### src/rtl/arb_pkg.sv
// Shared widths, FSM encoding and a clog2 helper for the arbiter writer lane.
package arb_pkg;

    localparam int DATA_W  = 8;
    localparam int COUNT_W = 16;
    localparam int STALL_W = 8;

    typedef enum logic [1:0] {
        IDLE  = 2'd0,
        REQ   = 2'd1,
        STALL = 2'd2
    } arb_state_e;

    function automatic int clog2(input int value);
        int result;
        result = 0;
        while ((1 << result) < value) begin
            result = result + 1;
        end
        return result;
    endfunction

endpackage

### src/rtl/arb_writer_fifo.sv
// Synchronous byte FIFO; pointers carry one extra bit and wrap naturally,
// full/empty are judged from the level register alone.
module arb_writer_fifo
    import arb_pkg::*;
#(
    parameter int DEPTH = 4,
    localparam int AW   = clog2(DEPTH)
) (
    input  logic              i_clk,
    input  logic              i_reset_n,
    input  logic              push,
    input  logic              pop,
    input  logic [DATA_W-1:0] wr_data,
    output logic [DATA_W-1:0] head,
    output logic [AW:0]       level,
    output logic [AW:0]       level_next
);

    localparam logic [AW:0] ONE_L = (AW + 1)'(1);

    logic [DATA_W-1:0] mem [DEPTH];
    logic [AW:0]       wr_ptr;
    logic [AW:0]       rd_ptr;

    always_comb begin
        level_next = level;
        case ({push, pop})
            2'b10:   level_next = level + ONE_L;
            2'b01:   level_next = level - ONE_L;
            default: level_next = level;
        endcase
    end

    always_ff @(posedge i_clk or negedge i_reset_n) begin
        if (!i_reset_n) begin
            wr_ptr <= '0;
            rd_ptr <= '0;
            level  <= '0;
        end else begin
            if (push) wr_ptr <= wr_ptr + ONE_L;
            if (pop)  rd_ptr <= rd_ptr + ONE_L;
            level <= level_next;
        end
    end

    // Storage is not reset: the top masks the head whenever the FIFO is empty.
    always_ff @(posedge i_clk) begin
        if (push) mem[wr_ptr[AW-1:0]] <= wr_data;
    end

    assign head = mem[rd_ptr[AW-1:0]];

endmodule

### src/rtl/arb_writer.sv
// Requester lane endpoint: buffers producer bytes and offers them to the shared
// arbiter with req/busy, counting accepted bytes and flagging long stalls.
module arb_writer
    import arb_pkg::*;
#(
    parameter int DEPTH        = 4,
    parameter int STALL_CYCLES = 16,
    localparam int AW          = clog2(DEPTH)
) (
    input  logic               i_clk,
    input  logic               i_reset_n,
    input  logic [DATA_W-1:0]  i_wr_data,
    input  logic               i_wr_valid,
    output logic               o_wr_ready,
    output logic               o_req,
    output logic [DATA_W-1:0]  o_data,
    input  logic               i_busy,
    output logic [AW:0]        o_level,
    output logic [COUNT_W-1:0] o_count,
    output logic               o_stall
);

    // Producer side: a byte moves when i_wr_valid && o_wr_ready at a rising edge.
    // Arbiter side:  a byte moves when o_req && !i_busy at a rising edge; until
    // then o_req and o_data hold their values.

    localparam logic [AW:0]      DEPTH_L = DEPTH[AW:0];
    localparam logic [STALL_W-1:0] STALL_L = STALL_W'(STALL_CYCLES);

    arb_state_e         state;
    logic [STALL_W-1:0] stall_cnt;
    logic [STALL_W-1:0] stall_inc;
    logic               wr_ready_q;
    logic               stall_q;
    logic [COUNT_W-1:0] count_q;
    logic               push;
    logic               pop;
    logic [DATA_W-1:0]  head;
    logic [AW:0]        level;
    logic [AW:0]        level_next;

    assign push = i_wr_valid && wr_ready_q;
    assign pop  = o_req && !i_busy;

    arb_writer_fifo #(
        .DEPTH (DEPTH)
    ) u_fifo (
        .i_clk      (i_clk),
        .i_reset_n  (i_reset_n),
        .push       (push),
        .pop        (pop),
        .wr_data    (i_wr_data),
        .head       (head),
        .level      (level),
        .level_next (level_next)
    );

    assign stall_inc = (stall_cnt == '1) ? stall_cnt : stall_cnt + STALL_W'(1);

    always_ff @(posedge i_clk or negedge i_reset_n) begin
        if (!i_reset_n) begin
            wr_ready_q <= 1'b0;
            count_q    <= '0;
        end else begin
            wr_ready_q <= (level_next < DEPTH_L);
            if (pop) count_q <= count_q + COUNT_W'(1);
        end
    end

    always_ff @(posedge i_clk or negedge i_reset_n) begin
        if (!i_reset_n) begin
            state     <= IDLE;
            stall_cnt <= '0;
            stall_q   <= 1'b0;
        end else begin
            case (state)
                IDLE: begin
                    stall_cnt <= '0;
                    stall_q   <= 1'b0;
                    if (level_next != '0) state <= REQ;
                end
                REQ, STALL: begin
                    if (pop) begin
                        stall_cnt <= '0;
                        stall_q   <= 1'b0;
                        state     <= (level_next != '0) ? REQ : IDLE;
                    end else if (i_busy) begin
                        // Counter saturates; STALL is entered on the edge the count hits the limit.
                        stall_cnt <= stall_inc;
                        if (stall_inc >= STALL_L) begin
                            state   <= STALL;
                            stall_q <= 1'b1;
                        end
                    end
                end
                default: begin
                    state     <= IDLE;
                    stall_cnt <= '0;
                    stall_q   <= 1'b0;
                end
            endcase
        end
    end

    // o_req follows the asynchronously cleared level so reset drops it at once.
    assign o_req      = (level != '0);
    assign o_data     = o_req ? head : '0;
    assign o_level    = level;
    assign o_count    = count_q;
    assign o_stall    = stall_q;
    assign o_wr_ready = wr_ready_q;

endmodule

### config.mk
export PLATFORM = sky130hd
export DESIGN_NAME = arb_writer
export DESIGN_NICKNAME = d
export VERILOG_FILES = /design/src/rtl/arb_pkg.sv /design/src/rtl/arb_writer_fifo.sv /design/src/rtl/arb_writer.sv
export SDC_FILE = /design/constraint.sdc
export NUM_CORES = 1
export LEC_CHECK = 0
export BUFFER_PORTS_ARGS = -buffer_cell sky130_fd_sc_hd__buf_2
export CORE_MARGIN = 3
export CORE_UTILIZATION = 61
export DETAILED_ROUTE_END_ITERATION = 10
export PLACE_DENSITY = 0.88
export SETUP_SLACK_MARGIN = 0.2
export SLEW_MARGIN = 20
export SYNTH_ARGS = -nofsm -noshare
export SYNTH_HDL_FRONTEND = slang
export SYNTH_HIERARCHICAL = 1
export SYNTH_SLANG_ARGS = --single-unit
### constraint.sdc
create_clock -name i_clk -period 6.3 [get_ports i_clk]
set_clock_uncertainty 0.1 [all_clocks]
set_input_delay 0.315 -clock i_clk [delete_from_list [all_inputs] [get_ports i_clk]]
set_output_delay 0.315 -clock i_clk [all_outputs]
set_load 0.01 [all_outputs]
==> results of run 1 <==
final timing paths:
check                                           from                           end  depth (start not counted)
max                        u_fifo/level[0]$_DFF_PN0_          state[0]$_DFFE_PN0P_                         11
min                                     i_wr_data[7]    u_fifo/mem[1][7]$_DFFE_PP_                          1
max reg2reg                u_fifo/level[0]$_DFF_PN0_          state[0]$_DFFE_PN0P_                         11
min reg2reg                  o_count[15]$_DFFE_PN0P_       o_count[15]$_DFFE_PN0P_                          1
max in group asynchronous                  i_reset_n  u_fifo/wr_ptr[1]$_DFFE_PN0P_                          2
min in group asynchronous                  i_reset_n      stall_cnt[7]$_DFFE_PN0P_                          2
what timing repair did:
item                                   CTS  global route
gates resized for setup                  0             0
hold buffers                             1             0
endpoints found under the hold margin   35             0
setup endpoints to repair                0             0
cell families after synthesis:
family,Yosys count
compound gates,21
xor+xnor,23
fa+ha+maj,10
buf+inv,12
flops,67
mux,13
simple gates,73
synth_stat cells, types with 2 or more instances:
library cell	instances	area (um^2)
a21oi_1	6	30.03
nand3_1	10	50.05
nor3_1	2	10.01
ha_1	9	112.6
o21ai_0	7	35.03
nor2b_1	8	50.05
and3_1	4	25.02
and4_1	2	17.52
nand2_1	18	67.56
edfxtp_1	32	960.9
dfrtp_1	35	875.8
nor2_1	8	30.03
mux4_2	8	180.2
and2_1	7	43.79
a31oi_1	3	18.77
mux2_2	3	33.78
inv_1	9	33.78
or3_1	2	12.51
xnor2_1	14	122.6
xor2_1	9	78.83
nand4_1	8	50.05
per-layer routing:
layer  GRT usage  routed length, um
met5           0                  0
met1      0.2665               2374
met4      0.1069                133
met3     0.05806                305
met2      0.3333               2646
flip-flops by register name, indices dropped and copies added (netlist names):
name           flops
o_count           16
o_wr_ready         1
stall_cnt          8
state              2
o_stall            1
u_fifo/wr_ptr      2
u_fifo/level       3
u_fifo/rd_ptr      2
u_fifo/mem        32
area by class of cell:
class | count | area share
inverters | 9 | 0.009716
clock buffers | 12 | 0.04174
well taps | 65 | 0.02339
multi-input cells | 140 | 0.3138
clock inverters | 4 | 0.02123
flip-flops and latches | 67 | 0.5282
repair buffers | 42 | 0.06189
power by group through the flow:
stage	registers (mW)	clock network [mW]	logic, mW
2_1_floorplan	0.639	0	0.363
3_5_place_dp	0.662	0	0.511
3_3_place_gp	0.656	0	0.485
6_report	0.654	0.387	0.510
4_1_cts	0.655	0.393	0.514
5_1_grt	0.671	0.417	0.567
worst reg2reg max path, stage by stage, from the launching register on:
cell and delay, ns:
dfrtp_1 0.45, nor3_2 0.80, nor2_1 0.34, ha_1 0.34, fa_1 0.39, xnor2_1 0.13, nor2_1 0.14, xor2_1 0.13
or3_1 0.41, o21ai_0 0.24, a21oi_2 0.08, mux2_4 0.31
==> summary.md, run 1 <==
| Metric | Value |
|---|---|
| CTS root buf | `clkbuf_8` |
| Count of cell types in the netlist | `36` |
| Fin crit share | `0.6303` |
| DRC viols | `0` |
| Comb power frac | `0.329` |
| DIE AREA | `roughly 5800 um^2` |
| Clk pin slew, worst setup/hold paths | `roughly 0.07 ns` |
| Main combinational cell family by area after synthesis | `simple AND/OR/NAND/NOR gates` |
| Utilization after layout | `0.7668` |
| Asr flop ratio synth | `0.5224` |
| Final instance area | `roughly 3500 um^2` |
| Post-synth net total | `between 200 and 250` |
| Most frequent cells in the layout | `buf_2, dfrtp_1, edfxtp_1` |
| # rows | `24` |
| Post-Synth Simple-Gate Area | `0.1313` |
| Inst Count DP | `322` |
| Largest net degree at the start of global routing | `36` |
| Synth Area per Inst | `between 10 and 15 um^2` |
| CP max stage delay | `0.80 ns` |
| TritonCTS clock tree | `done` |
| Overall Global Routing Usage | `0.2100` |
| Yosys warnings | `6` |
| Worst path cell trace | `nor3_2 > nor2_1 > ha_1 > fa_1 > xnor2_1 > nor2_1 > xor2_1 > or3_1 > o21ai_0 > a21oi_2 > mux2_4` |
| # clock sinks | `67` |
| First-pass DRT Iterations | `4` |
| # diodes | `0` |
| Die W | `roughly 76 um` |
| Core area | `about 4500 um^2` |
| CTS max path bufs | `2` |
| Unrepaired setup endpoints after global routing | `false` |
| Number of fill cells in the layout | `around 290` |
| Top_reg_cell synth | `dfrtp_1` |
| Achievable Freq | `251.8 MHz` |
| Final min period | `approximately 4.0 ns` |
| Reg-to-reg slack, setup | `2.33 ns` |
| Internal | `around 1.0 mW` |
| Crit-path max FO | `15` |
| Worst Setup Start Kind | `register` |
| Pwr Total | `between 1.5 and 2 mW` |
| Clk pwr share | `0.249` |
| Mux share of post-synthesis cell area | `0.08015` |
| Maxcap violations | `0` |
| Sw Ratio | `0.3323` |
| Routed WL | `around 5.5 mm` |
| Seq pwr share | `0.422` |
| Via Count | `~1900` |
| Worst EP arrival | `4.09 ns` |
| Hold_ws | `0.09759 ns` |
| HPWL after DPL | `3.843 mm` |
| Via density | `around 5.6` |
| Most Frequent Cell on Critical Path | `nor2_1` |
| Post-synthesis sequential area ratio | `0.6160` |
| Detail Route Antenna Nets | `0` |
| Crit. End Element | `register` |
| Setup_tns | `0 ns` |
| DRT iter0 DRCs | `between 100 and 150` |
| Share of cells above drive strength 1 | `0.2555` |
| Cell Count, Final, Fillers Out | `approximately 340` |
| Multi-input logic area | `about 1100 um^2` |
| Switch Pwr | `0.5152 mW` |
| Register area | `approximately 1800 um^2` |
| Dpl ws | `roughly 2.4 ns` |
| Tightest Pin Transition | `between 0.9 and 1 ns` |
| Post-placement cell area | `roughly 3200 um^2` |
| Total grt overflow | `0` |
| Final Max Slew Viols | `0` |
| Critical path buffer and inverter count | `0` |
| XOR/XNOR Fraction of Synth Area | `0.06756` |
| Num CTS Buffers | `9` |
| Post-CTS Setup Inserts | `0` |
| Crit path max-delay cell type | `nor3_2` |
| Status | `finished, final reports clean` |
| Cells after Synth | `around 220` |
| Average wire per standard cell | `about 16 um` |
| Synthesis-stage register bit count | `67` |
| Initial Util | `0.6576` |
| Clk_lat worst skew | `approximately 0.33 ns` |
| Area grow syn2layout | `16.62%` |
| WP data required | `6.42 ns` |
| Hold Fails Final Rpt | `0` |
| Netlist Area Pre-Place | `2982 um^2` |
| P_leak | `1.478 nW` |
| Number of synthesized flops with an enable pin | `32` |
| Rel. slew slack | `0.3502` |
| Adder-cell share of the synthesized area | `0.04448` |
| Delay-heaviest family, CP | `simple AND/OR/NAND/NOR gates` |
| Compound-Gate Fraction of Synth Area | `0.04238` |
| Nets@finish | `approximately 290` |
| IO Port Bufs | `41` |
| Hold crit path type | `in -> reg` |
| Die Ht | `about 76 um` |
| Worst vdd ir | `between 0.0002 and 0.0003 V` |
| Global-route wire length before repair | `9.335 mm` |
| CTS HTree Levels | `3` |
| Initial antenna violation count | `0` |
| Worst setup margin | `about 2.3 ns` |
| GPL Wtd Cong | `slightly below 0.9` |
| I/O pins | `42` |
| Most common library cell in the layout ignoring fill and taps | `buf_2` |
| WS Path Type | `reg -> reg` |
| Pwr Density | `~450 nW/um^2` |
| Vias in the first global route | `between 1500 and 2000` |
| Setup-failing EPs final | `0` |
(Power assumes the default switching activity.)
==> inputs of run 2 (changes only) <==
- CORE_UTILIZATION: 61 -> 56
- PLACE_DENSITY: 0.88 -> 0.82
- clock period: 6.3 -> 3.8 ns (I/O delays scaled with it)
==> run 2 against run 1 <==
- wire length increased by 5.5%
- fmax rose by 31%
- power grew 67%
- non-clock buffer count increased by 10
- clock power up 66%
- sequential share of layout area shrank 1.4 points
- sequential power up 65%
- die area rose by 8.2%
==> summary.md, run 2 (same netlist as run 1, synthesis figures left out) <==
| Metric | Value |
|---|---|
| Status | `finished, final reports clean` |
| Die W | `78.97 um (+4.0%)` |
| Nets@finish | `301 (+3.4%)` |
| Most Frequent Cell on Critical Path | `nor2_1` |
| Via density | `5.516 (-1.5%)` |
| Tightest Pin Transition | `0.7752 ns (-0.1942 ns)` |
| Worst EP arrival | `3.17 ns (-0.92 ns)` |
| Unrepaired setup endpoints after global routing | `false` |
| Seq pwr share | `0.418 (-0.004)` |
| Core area | `4942 um^2 (+9.0%)` |
| Crit. End Element | `register` |
| Achievable Freq | `328.7 MHz (+31%)` |
| Largest net degree at the start of global routing | `36 (unchanged)` |
| WS Path Type | `reg -> reg` |
| Vias in the first global route | `1978 (+4.0%)` |
| Delay-heaviest family, CP | `simple AND/OR/NAND/NOR gates` |
| Crit-path max FO | `5 (-10)` |
| R2R cell count | `11 (unchanged)` |
| Worst vdd ir | `0.0005216 V (+100%)` |
| Final Max Slew Viols | `0 (unchanged)` |
| IO Port Bufs | `41 (unchanged)` |
| Maxcap violations | `0 (unchanged)` |
| Worst setup margin | `0.7577 ns (-1.571 ns)` |
| Clk pwr share | `0.248 (about the same)` |
| CP max stage delay | `0.44 ns (-0.36 ns)` |
| Num CTS Buffers | `9 (unchanged)` |
| Share of cells above drive strength 1 | `0.2570 (+0.001568)` |
| Worst Setup Start Kind | `register` |
| Via Count | `1936 (+1.9%)` |
| Setup-failing EPs final | `0 (unchanged)` |
| Area grow syn2layout | `19.76%` |
| DIE AREA | `6235 um^2 (+8.2%)` |
| # clock sinks | `67 (unchanged)` |
| Hold Path Depth | `3 (+2)` |
| Total grt overflow | `0 (unchanged)` |
| Die Ht | `78.97 um (+4.0%)` |
| # rows | `25 (+4.2%)` |
| Largest register FFs | `32 (unchanged)` |
| First-pass DRT Iterations | `4 (unchanged)` |
| HPWL after DPL | `3.788 mm (-1.4%)` |
| Pwr Density | `725.9 nW/um^2 (+63%)` |
| Comb power frac | `0.333 (+0.004)` |
| Worst path cell trace | `nor3_2 > nor2_1 > ha_1 > fa_1 > xnor2_1 > nor2_1 > xor2_1 > or3_1 > o21ai_0 > a21oi_2 > mux2_4` |
| Critical Path Stages | `11 (unchanged)` |
| Hold crit path type | `in -> reg` |
| Clk_lat worst skew | `0.34 ns (about the same)` |
| Dpl ws | `0.8090 ns (-1.568 ns)` |
| Hold Fails Final Rpt | `0 (unchanged)` |
| DRT iter0 DRCs | `134 (+18%)` |
| Switch Pwr | `0.8822 mW (+71%)` |
| Initial Util | `0.6033 (-0.05427)` |
| CTS root buf | `clkbuf_8` |
| Most frequent cells in the layout | `buf_2, dfrtp_1, edfxtp_1` |
| Overall Global Routing Usage | `0.2176 (+0.007557)` |
| Rel. slew slack | `0.4792 (+0.1290)` |
| Critical path buffer and inverter count | `0 (unchanged)` |
| GPL Wtd Cong | `0.8364 (-6.6%)` |
| CTS max path bufs | `2 (unchanged)` |
| TritonCTS clock tree | `done` |
| WP data required | `3.93 ns (-2.49 ns)` |
| Most common library cell in the layout ignoring fill and taps | `buf_2` |
| Average wire per standard cell | `16.41 um (+1.9%)` |
| Crit path max-delay cell type | `dfrtp_1` |
| Internal | `1.710 mW (+65%)` |
| DRC viols | `0 (unchanged)` |
| CTS HTree Levels | `3 (unchanged)` |
| Sw Ratio | `0.3403 (+0.008004)` |
| Initial antenna violation count | `0 (unchanged)` |
| Setup_tns | `0 ns (unchanged)` |
| Clk pin slew, worst setup/hold paths | `0.07 ns (about the same)` |
| P_leak | `1.522 nW (+3.0%)` |
| # diodes | `0 (unchanged)` |
| Routed WL | `5.759 mm (+5.5%)` |
| Detail Route Antenna Nets | `0 (unchanged)` |
| I/O pins | `42 (unchanged)` |
| Final min period | `3.042 ns (-0.9287 ns)` |
| Fin crit share | `0.8006 (+0.1703)` |
| Global-route wire length before repair | `9.963 mm (+6.7%)` |
## run 2: cell count changes in the layout (fill, tap and decap cells not counted)
cell           before  now
clkbuf_1            2    0
clkinv_1            0    1
buf_4               0    2
inv_6               0    1
clkinv_2            1    2
dlygate4sd3_1       1    9
clkbuf_8           10    9
## run 2: final timing paths
path                                                start                  endpoint  slack [ns]
min in group asynchronous                       i_reset_n  stall_cnt[3]$_DFFE_PN0P_        0.36
max in group asynchronous                       i_reset_n   o_count[15]$_DFFE_PN0P_        2.74
worst max register to register  u_fifo/level[1]$_DFF_PN0_      state[0]$_DFFE_PN0P_        0.76
worst max-delay path            u_fifo/level[1]$_DFF_PN0_      state[0]$_DFFE_PN0P_        0.76
worst min register to register    o_count[15]$_DFFE_PN0P_   o_count[15]$_DFFE_PN0P_        0.38
worst min-delay path                               i_busy  stall_cnt[4]$_DFFE_PN0P_        0.23
## run 2: area by class of cell
class | instances | area, um^2
sequential | 67 | 1837
fill | 357 | 1371
multi-input combinational | 140 | 1091
timing repair buffer | 52 | 310.3
clock buffer | 9 | 123.9
clock inverter | 7 | 91.34
tap | 67 | 83.83
inverter | 9 | 33.78
## run 2: repair_timing
action	in CTS	in global routing
endpoints found under the hold margin	67	0
setup buffers	0	0
gates resized for setup	0	0
hold buffers	9	0
## run 2: metal layers
layer  global-route usage  vias up  wire (um)
li1                     -      921          -
met1               0.2933      956       2559
met2               0.3316       51       2811
met3              0.04875        8        299
met4               0.1151        0         89
met5                    0        -          0
## run 2: stage by stage
step | total power, mW | util | instance area, um^2 | instances | hold slack, ns
6_report | 2.592 | 0.7225 | 3571 | 351 | 0.2284
5_1_grt | 2.772 | 0.7225 | 3571 | 351 | 0.2622
4_1_cts | 2.614 | 0.7225 | 3571 | 351 | 0.2243
3_5_place_dp | 1.950 | 0.6608 | 3266 | 326 | 0.2130
3_3_place_gp | 1.907 | 0.6608 | 3266 | 326 | 0.2117
2_1_floorplan | 1.661 | - | 2982 | 219 | -0.2056
## run 2: tightest hold or removal path: cells and delay by family
| kind | cells | cell delay [ns] |
|---|---|---|
| compound gates | 1 | 0.10 |
| buf+inv | 1 | 0.15 |
| simple gates | 1 | 0.18 |
## run 2: power groups by stage
stage	Clock [mW]	Sequential, mW	Combinational, mW
2_1_floorplan	0	1.06	0.603
3_5_place_dp	0	1.10	0.854
5_1_grt	0.690	1.11	0.968
6_report	0.644	1.08	0.864
3_3_place_gp	0	1.09	0.819
4_1_cts	0.653	1.09	0.875
==> inputs of run 3 (changes only) <==
- clock period: 3.8 -> 2.92 ns (I/O delays scaled with it)
==> run 3 against run 2 <==
- final cell count up 1.7%
- global-route usage down 2.0 points
- final area up 2.3%
- critical path depth unchanged
- sequential share of layout area down 1.1 points
- fmax up 8.7%
- via count up 0.83%
- sequential power up 30%
- largest cell class unchanged
==> summary.md, run 3 (same netlist as run 1, synthesis figures left out) <==
| Metric | Value |
|---|---|
| Fin crit share | `0.9588 (+0.1582)` |
| CTS root buf | `clkbuf_8` |
| Routed WL | `5.394 mm (-6.3%)` |
| Worst Setup Start Kind | `register` |
| Hold_ws | `0.1258 ns (-0.1027 ns)` |
| Core area | `4942 um^2 (unchanged)` |
| DRC viols | `0 (unchanged)` |
| Worst EP arrival | `2.91 ns (-0.26 ns)` |
| Clk_lat worst skew | `0.33 ns (about the same)` |
| Via density | `5.468 (-0.87%)` |
| Pwr Density | `942.4 nW/um^2 (+30%)` |
| Crit path max-delay cell type | `dfrtp_2` |
| Delay-heaviest family, CP | `simple AND/OR/NAND/NOR gates` |
| Overall Global Routing Usage | `0.1974 (-0.02018)` |
| Initial antenna violation count | `0 (unchanged)` |
| Rel. slew slack | `0.5057 (+0.02651)` |
| Setup-failing EPs final | `0 (unchanged)` |
| Post-placement cell area | `3311 um^2 (+1.4%)` |
| Crit-path max FO | `4 (-1)` |
| DRT iter0 DRCs | `148 (+10%)` |
| Achievable Freq | `357.2 MHz (+8.7%)` |
| CP max stage delay | `0.44 ns (about the same)` |
| Num CTS Buffers | `9 (unchanged)` |
| Final instance area | `3654 um^2 (+2.3%)` |
| CTS HTree Levels | `3 (unchanged)` |
| WS Path Type | `reg -> reg` |
| Worst path cell trace | `nor3_4 > nor2_4 > ha_4 > fa_2 > xnor2_2 > nor2_2 > xor2_2 > or3_4 > o21ai_2 > a21oi_2 > mux2_4` |
| Critical path buffer and inverter count | `0 (unchanged)` |
| Global-route wire length before repair | `9.287 mm (-6.8%)` |
| First-pass DRT Iterations | `4 (unchanged)` |
| Setup_tns | `0 ns (unchanged)` |
| Most common library cell in the layout ignoring fill and taps | `buf_2` |
| P_leak | `1.549 nW (+1.8%)` |
| HPWL after DPL | `3.547 mm (-6.4%)` |
| Via Count | `1952 (+0.83%)` |
| Total grt overflow | `0 (unchanged)` |
| Largest net degree at the start of global routing | `36 (unchanged)` |
| Crit. End Element | `register` |
| IO Port Bufs | `41 (unchanged)` |
| Initial Util | `0.6033 (unchanged)` |
| Nets@finish | `307 (+2.0%)` |
| Final min period | `2.800 ns (-0.2426 ns)` |
| Clk pin slew, worst setup/hold paths | `0.06 ns (about the same)` |
| # rows | `25 (unchanged)` |
| Most frequent cells in the layout | `buf_2, dfrtp_1, edfxtp_1` |
| # diodes | `0 (unchanged)` |
| I/O pins | `42 (unchanged)` |
| Vias in the first global route | `1920 (-2.9%)` |
| DIE AREA | `6235 um^2 (unchanged)` |
| Detail Route Antenna Nets | `0 (unchanged)` |
| Status | `finished, final reports clean` |
| Maxcap violations | `0 (unchanged)` |
| Largest register FFs | `32 (unchanged)` |
| CTS max path bufs | `2 (unchanged)` |
| Hold Fails Final Rpt | `0 (unchanged)` |
| Die Ht | `78.97 um (unchanged)` |
| # clock sinks | `67 (unchanged)` |
| Area grow syn2layout | `22.53%` |
| Hold crit path type | `in -> reg` |
| Worst vdd ir | `0.0007179 V (+38%)` |
| GPL Wtd Cong | `0.7935 (-5.1%)` |
| WP data required | `3.03 ns (-0.90 ns)` |
| Die W | `78.97 um (unchanged)` |
| Tightest Pin Transition | `0.7357 ns (-0.03946 ns)` |
| Share of cells above drive strength 1 | `0.3034 (+0.04641)` |
| Final Max Slew Viols | `0 (unchanged)` |
| TritonCTS clock tree | `done` |
| Unrepaired setup endpoints after global routing | `true` |
| Average wire per standard cell | `15.11 um (-7.9%)` |
[run 3: cell count changes in the layout (fill, tap and decap cells not counted), sizes merged]
cell | before | now
clkbuf | 9 | 13
buf | 43 | 49
bufinv | 2 | 1
clkinv | 4 | 2
inv | 10 | 9
[run 3: worst reg2reg max path, cell delays in order (launching register included)]
cell and delay [ns]:
dfrtp_2 0.44, nor3_4 0.25, nor2_4 0.06, ha_4 0.17
fa_2 0.36, xnor2_2 0.15, nor2_2 0.15, xor2_2 0.10
or3_4 0.39, o21ai_2 0.13, a21oi_2 0.07, mux2_4 0.31
[run 3: layout make-up]
cell class	count	area, um^2
clock buffers	13	148.9
clock inverters	3	40.04
fillers	337	1289
inverters	9	33.78
multi-input cells	140	1154
flip-flops and latches	67	1838
well taps	67	83.83
repair buffers	58	355.3
[run 3: repair_timing]
action | CTS | global route
cloned | 0 | 0
setup endpoints to repair | 2 | 2
hold endpoints to repair | 67 | 0
setup buffers | 3 | 1
resized for setup | 4 | 3
pin swaps | 3 | 2
hold buffers | 9 | 0
[run 3: layer usage]
layer | up-vias | track usage | share of wire
met1 | 956 | 0.2711 | 0.46
met2 | 53 | 0.3013 | 0.46
met5 | - | 0 | 0
met3 | 13 | 0.03741 | 0.046
met4 | 0 | 0.1031 | 0.027
li1 | 930 | - | -
[run 3: per-stage QoR]
step / total power, mW / cells / setup WS [ns] / utilization
after floorplan: 2.196 / 219 / 0.1085 / -
after global placement: 2.565 / 328 / 0.1519 / 0.6699
after detailed placement: 2.605 / 328 / 0.07934 / 0.6699
after CTS: 3.420 / 356 / 0.1671 / 0.7344
after global routing: 3.679 / 357 / 0.03007 / 0.7392
final: 3.443 / 357 / 0.1204 / 0.7392
[run 3: worst paths after layout]
kind / from / to / slack (ns) / depth (start not counted)
min reg2reg: o_count[13]$_DFFE_PN0P_ / o_count[13]$_DFFE_PN0P_ / 0.38 / 1
max: u_fifo/level[1]$_DFF_PN0_ / state[0]$_DFFE_PN0P_ / 0.12 / 11
max in group asynchronous: i_reset_n / u_fifo/level[1]$_DFF_PN0_ / 1.89 / 2
min: i_wr_valid / u_fifo/wr_ptr[0]$_DFFE_PN0P_ / 0.13 / 3
max reg2reg: u_fifo/level[1]$_DFF_PN0_ / state[0]$_DFFE_PN0P_ / 0.12 / 11
min in group asynchronous: i_reset_n / stall_cnt[7]$_DFFE_PN0P_ / 0.31 / 2
[run 3: where the power goes]
part	leakage [nW]	internal [mW]	switching, mW	total, mW
clock network	0.0974	0.416	0.320	0.736
logic	0.708	0.665	0.646	1.31
registers	0.743	1.20	0.196	1.40
